[config.mk]
export PLATFORM = sky130hd
export DESIGN_NAME = and16_shared_arbiter
export DESIGN_NICKNAME = d
export VERILOG_FILES = /design/src/rtl/and16_shared_arbiter_pkg.sv /design/src/rtl/and16_array.sv /design/src/rtl/and16_rr_grant.sv /design/src/rtl/and16_shared_arbiter.sv
export SDC_FILE = /design/constraint.sdc
export NUM_CORES = 1
export LEC_CHECK = 0
export ABC_AREA = 0
export CAP_MARGIN = 10
export CORE_MARGIN = 10
export CORE_UTILIZATION = 25
export CTS_CLUSTER_SIZE = 14
export DETAILED_ROUTE_END_ITERATION = 10
export PLACE_DENSITY = 0.49
export SETUP_SLACK_MARGIN = 0.05
export SLEW_MARGIN = 15
export SYNTH_ARGS = -nofsm -noshare
export SYNTH_HDL_FRONTEND = slang
export SYNTH_SLANG_ARGS = --single-unit
[constraint.sdc]
create_clock -name clk -period 1.8 [get_ports clk]
set_input_delay 0.18 -clock clk [delete_from_list [all_inputs] [get_ports clk]]
set_output_delay 0.18 -clock clk [all_outputs]
set_load 0.02 [all_outputs]
[src/rtl/and16_shared_arbiter_pkg.sv]
// Shared constants and types for the two-requester AND arbiter.
// Build option AND16_ARB_RR_EN selects round-robin arbitration.
package and16_shared_arbiter_pkg;

  localparam int DEF_WIDTH = 16;

  localparam logic REQ0 = 1'b0;
  localparam logic REQ1 = 1'b1;

  typedef enum logic [1:0] {
    IDLE = 2'd0,
    CALC = 2'd1,
    RESP = 2'd2
  } state_t;

endpackage

[src/rtl/and16_array.sv]
// Purely combinational bitwise AND datapath.
// Shared by both requesters through the arbiter.
module and16_array #(
  parameter int WIDTH = 16
) (
  input  logic [WIDTH-1:0] a,
  input  logic [WIDTH-1:0] b,
  output logic [WIDTH-1:0] y
);

  assign y = a & b;

endmodule

[src/rtl/and16_rr_grant.sv]
// Two-way grant selector.
// AND16_ARB_RR_EN: round-robin, else requester 0 has fixed priority.
module and16_rr_grant
  import and16_shared_arbiter_pkg::*;
(
  input  logic       valid0,
  input  logic       valid1,
  input  logic       last_grant,
  output logic [1:0] gnt
);

`ifdef AND16_ARB_RR_EN
  logic [1:0] both_gnt;
  assign both_gnt = (last_grant == REQ0) ? 2'b10 : 2'b01;
`else
  logic [1:0] both_gnt;
  logic       unused_last_grant;
  assign both_gnt = 2'b01;
  assign unused_last_grant = last_grant;
`endif

  // one-hot grant from the valid pattern
  always_comb begin
    gnt = 2'b00;
    unique case (1'b1)
      (valid0 & valid1):  gnt = both_gnt;
      (valid0 & ~valid1): gnt = 2'b01;
      (~valid0 & valid1): gnt = 2'b10;
      default:            gnt = 2'b00;
    endcase
  end

endmodule

[src/rtl/and16_shared_arbiter.sv]
// Shares one AND array between two valid/ready requesters.
// AND16_ARB_RR_EN enables round-robin grant; default is fixed priority.
module and16_shared_arbiter
  import and16_shared_arbiter_pkg::*;
#(
  parameter int WIDTH = DEF_WIDTH,
  parameter int CNT_W = 16
) (
  input  logic             clk,
  input  logic             rst_n,
  input  logic             req0_valid,
  output logic             req0_ready,
  input  logic [WIDTH-1:0] req0_a,
  input  logic [WIDTH-1:0] req0_b,
  input  logic             req1_valid,
  output logic             req1_ready,
  input  logic [WIDTH-1:0] req1_a,
  input  logic [WIDTH-1:0] req1_b,
  output logic             rsp_valid,
  input  logic             rsp_ready,
  output logic [WIDTH-1:0] rsp_data,
  output logic             rsp_id,
  output logic             busy,
  output logic [CNT_W-1:0] op_count
);

  state_t           state;
  logic [WIDTH-1:0] op_a;
  logic [WIDTH-1:0] op_b;
  logic [WIDTH-1:0] and_y;
  logic             id_reg;
  logic             last_grant;
  logic [1:0]       gnt;

  and16_rr_grant u_grant (
    .valid0     (req0_valid),
    .valid1     (req1_valid),
    .last_grant (last_grant),
    .gnt        (gnt)
  );

  and16_array #(.WIDTH(WIDTH)) u_and (
    .a (op_a),
    .b (op_b),
    .y (and_y)
  );

  assign req0_ready = (state == IDLE) & gnt[0];
  assign req1_ready = (state == IDLE) & gnt[1];
  assign busy       = (state != IDLE);

  // accept -> compute -> hold result until consumed
  always_ff @(posedge clk or negedge rst_n) begin
    if (!rst_n) begin
      state      <= IDLE;
      op_a       <= '0;
      op_b       <= '0;
      id_reg     <= REQ0;
      last_grant <= REQ1;
      rsp_valid  <= 1'b0;
      rsp_data   <= '0;
      rsp_id     <= REQ0;
      op_count   <= '0;
    end else begin
      case (state)
        IDLE: begin
          if (req0_valid & req0_ready) begin
            op_a       <= req0_a;
            op_b       <= req0_b;
            id_reg     <= REQ0;
            last_grant <= REQ0;
            state      <= CALC;
          end else if (req1_valid & req1_ready) begin
            op_a       <= req1_a;
            op_b       <= req1_b;
            id_reg     <= REQ1;
            last_grant <= REQ1;
            state      <= CALC;
          end
        end
        CALC: begin
          rsp_data  <= and_y;
          rsp_id    <= id_reg;
          rsp_valid <= 1'b1;
          state     <= RESP;
        end
        RESP: begin
          if (rsp_ready) begin
            rsp_valid <= 1'b0;
            op_count  <= op_count + 1'b1;
            state     <= IDLE;
          end
        end
        default: state <= IDLE;
      endcase
    end
  end

endmodule

# After elaboration in Yosys (flattened, before gate mapping)
# Index checks and enable logic that the tools add are counted.
# op_classes
n_bitwise	10
reduce_logical	9
div	0
mux	13
n_addsub	1
n_lt_le_gt_ge	0
mul	0
n_shift	0
eq_ne	4
# ops
op	count
$mux W16	4
$add A16 B1 Y16 const B	1
$and A16 B16 Y16	1
$reduce_and A2 Y1	4
$and A1 B1 Y1	7
$mux W2	3
$pmux W2 S3	1
$reduce_bool A2 Y1	3
$pmux W2 S2	1
$mux W1	3
$ne A3 B1 Y1 const B	1
$eq A2 B1 Y1 const B	1
$eq A2 B2 Y1 const B	1
$logic_not A2 Y1	1
$ne A2 B2 Y1 const B	1
$not A1 Y1	2
$pmux W1 S2	1
$reduce_or A2 Y1	1
# word_totals
inputBits	69
mem_bits_rw	0
memories	0
wordCells	45
ff_bits	69
output_inout_bits	37
rom_bits	0
latch_bits	0

# Depth between registers and ports, before layout
# logic_depth
word_depth	9
ltp_mapped	6

# By module
# A second synthesis with hierarchy kept.
# unflattened
hier_cells	282
hier_area_um2	3209.3
# modules_own_cells
module	cells_per_inst	n_inst	area_each_um2	seq_area_each_um2
and16_shared_arbiter	264	1	3099.2	1752.9
and16_array	16	1	100.1	0.0
and16_rr_grant	2	1	10.0	0.0

# Least setup slack after synthesis
# Ideal clock, no wire load.
# synth_timing
path_kind	reg-to-reg
from	reg op_count[0]
to	reg op_count[11]
t_required_ns	1.671
path_stages_with_launch	5
setup_ns	0.129
t_arrival_ns	1.322
path_slack_ns	0.349
path_cell_list	dfrtp_1 -> nand3_1 -> nor4_4 -> nand4_1 -> xnor2_1
# synth_via
elab_chain_cells	1
# synth_lines
element	line_no	text
from (decl)	and16_shared_arbiter.sv:24	output logic [CNT_W-1:0] op_count
from (signal assigned)	and16_shared_arbiter.sv:90	op_count <= op_count + 1'b1;
$add A16 B1 Y16	and16_shared_arbiter.sv:90	
# No other way between the ends.
# A chain may end at the register's enable or synchronous reset.

# Worst setup path after layout
# layout_timing
from	reg state[0]
to	out req0_ready
# layout_via
elab_chain_cells	2
# layout_lines
element	line_no	text
from (decl)	and16_shared_arbiter.sv:27	state_t state;
from (signal assigned)	and16_shared_arbiter.sv:55	state <= IDLE;
from (signal assigned)	and16_shared_arbiter.sv:72	state <= CALC;
from (signal assigned)	and16_shared_arbiter.sv:78	state <= CALC;
$logic_not A2 Y1	and16_shared_arbiter.sv:48	assign req0_ready = (state == IDLE) & gnt[0];
$and A1 B1 Y1	and16_shared_arbiter.sv:48	
to (decl)	and16_shared_arbiter.sv:12	output logic req0_ready,
# No other way between the ends.

==> qor.txt <==
CTS clk-pin slew, worst paths = 0.06 ns
Worst Path Max Fanout = 6
Net count reported at finish = 469
Initial antenna violation count = 0
F_max = 605 MHz
Worst-path cell chain = nor2_2, and2_2, clkdlybuf4s15_1
Slew headroom = 76.0%
Sequential fraction of the synthesis area = 56.3%
Worst vdd ir = 0.000435 V
Vias = 2397
Post-synthesis register bit count = 69
I/O pin cnt = 106
Synthesized Nets = 360
Worst skew pair latency = 0.32 ns
Fin area = 4600 µm²
WP data arrival = 1.47 ns
Count of cell types in the netlist = 29
Ant. Diodes = 0
Die area = 17100 µm²
Bufs on Longest Clock Path = 2
Final clock skew = 0.00717 ns
Top_reg_cell synth = dfrtp_1
DP HPWL = 6.15 mm
Core ar. = 12000 µm²
Nature of the critical path endpoint = primary output
Final Wtd Congestion = 0.712
Post-route ant nets = 0
Area Growth Syn to Fin = 50.2%
Min cycle time layout = 1.65 ns
Post-route setup TNS = 0 ns
Final Cycle Share = 91.9%
Status = completed
Final Setup Violations = 0
Unrepaired setup endpoints after global routing = no
Setup slack after layout = 0.147 ns
Critical path data required time = 1.62 ns
Final WL = 8.15 mm
TritonCTS Sinks = 69
CTS buffer count = 9
Top-count cell post-synth = nand2_1
DRC = 0
Synth top area cells = dfrtp_1 (56%), mux2i_1 (10%), nand2_1 (9.3%)
Share of async-settable or async-resettable flops after synthesis = 100%
Die Y = 131 µm
Vias per cell = 4.35
Share of cells above drive strength 1 = 7.43%
Largest net degree at the start of global routing = 45
Max Transition Viols Final = 0
DIE WIDTH = 131 µm
Vias in the first global route = 2434
Setup slack at placement = 0.126 ns
Largest area contributor in the synthesized netlist = dfrtp_1
Worst min path class = input port to async pin
Rows = 40
CTS tree = done
Leakage power = 1.94 nW
DRT iter0 DRCs = 129
Synth cell count leaders = nand2_1 (76), dfrtp_1 (69), o21ai_0 (39), mux2i_1 (32), xnor2_1 (11)
DRT Pass-1 Iters = 4
Post-Synthesis Cell Area = 3060 µm²
Syn Inst Count = 290
Hold Vio Cnt, Final = 0
Drt wl/cell = 14.8 µm
Initial Utilization = 25.5%
Total Routing Usage GR = 9.69%
Setup crit start kind = flip-flop
CP Class = flip-flop to primary output
CTS H-Tree Depth = 3
Total gr overflow = 0
CP peak stage delay = 0.43 ns
Worst Max-Slew Pin Slew = 0.360 ns
CTS Root Cell = clkbuf_16
Share of Yosys cell area claimed by the top area cell type = 56.3%
IO Port Bufs = 105
Syn_area_per_cell = 10.6 µm²
Yosys warnings = 0
Slowest CP cell = dfrtp_1
Number of synthesized flops with an enable pin = 0
Area after DPL = 4270 µm²
Max-Cap Viols = 0
PD cells = 1510 nW/µm²
First-pass GRT wire length = 13.0 mm
==> metrics by stage <==
step | util (%) | hold WS, ns | total power [mW] | cells
after floorplan | - | -0.116 | 4.08 | 290
after global placement | 35.6 | 0.116 | 5.11 | 534
after detailed placement | 35.6 | 0.117 | 5.15 | 534
after CTS | 38.3 | 0.354 | 7.09 | 551
after global routing | 38.3 | 0.390 | 7.45 | 551
final | 38.3 | 0.357 | 6.94 | 551
==> critical path: cells and delay by family (launching register included) <==
kind | cells | cell delay, ns
AND/OR/NAND/NOR | 2 | 0.40
buffers and inverters | 1 | 0.32
flip-flops | 1 | 0.43
==> power breakdown <==
group | internal, mW | leakage, nW | total [mW] | switching, mW
clock network | 1.25 | 0.154 | 1.89 | 0.638
registers | 2.17 | 0.880 | 2.58 | 0.402
logic | 1.18 | 0.904 | 2.47 | 1.30
total | 4.61 | 1.94 | 6.94 | 2.34
==> cell usage in the layout, fill, tap and decap left out, drive strengths merged, types with 4 or more instances in the layout <==
master and n:
buf 8, clkbuf 13, clkdlybuf4s50 101, dfrtp 69, mux2i 32, nand2 76
nand3 7, nor2 6, o21ai 49, xnor2 11, xor2 4
==> kinds of logic after synthesis <==
kind of cell	share of synthesized area, %
buffers and inverters	3.68
xor gates and xnor gates	4.29
muxes	10.8
and+or+nand+nor	16.1
DFF	56.3
AOI/OAI and AO/OA	8.33
adders and majority gates	0.408
==> repair_timing <==
action	in CTS	in global routing
hold buffers	1	0
buffers inserted	0	0
pin swaps	0	0
gates resized for setup	2	2
hold endpoints to repair	25	0
setup endpoints to repair	2	2
==> area by class of cell <==
| cell class | count | area (µm²) |
|---|---|---|
| flip-flops and latches | 69 | 1730 |
| inverters | 2 | 7.51 |
| clock inverters | 3 | 68.8 |
| clock buffers | 13 | 250 |
| multi-input cells | 204 | 1230 |
| fillers | 1214 | 7410 |
| well taps | 147 | 184 |
| repair buffers | 113 | 1140 |
==> path summary, 6_finish.rpt <==
check | from | slack [ns] | endpoint | cells past startpoint
worst min register to register | op_count[15]$_DFFE_PN0P_ | 0.47 | op_count[15]$_DFFE_PN0P_ | 1
worst max-delay path | state[0]$_DFFE_PN0P_ | 0.15 | req0_ready | 3
worst max register to register | state[0]$_DFFE_PN0P_ | 0.27 | op_a[15]$_DFFE_PN0P_ | 5
min in group clk | req0_a[14] | 0.39 | op_a[14]$_DFFE_PN0P_ | 3
worst min-delay path | rst_n | 0.36 | rsp_valid$_DFFE_PN0P_ | 2
max in group asynchronous | rst_n | 0.87 | rsp_data[1]$_DFFE_PN0P_ | 3
==> per-layer routing <==
metal	part of all wire, %	up-vias	global-route usage, %
met5	0	-	0
met4	1.4	0	3.53
met3	6.6	11	3.14
met2	46	65	15.1
met1	46	1120	12.3
li1	-	1201	-
No activity file was read; power rests on OpenSTA's default activity.
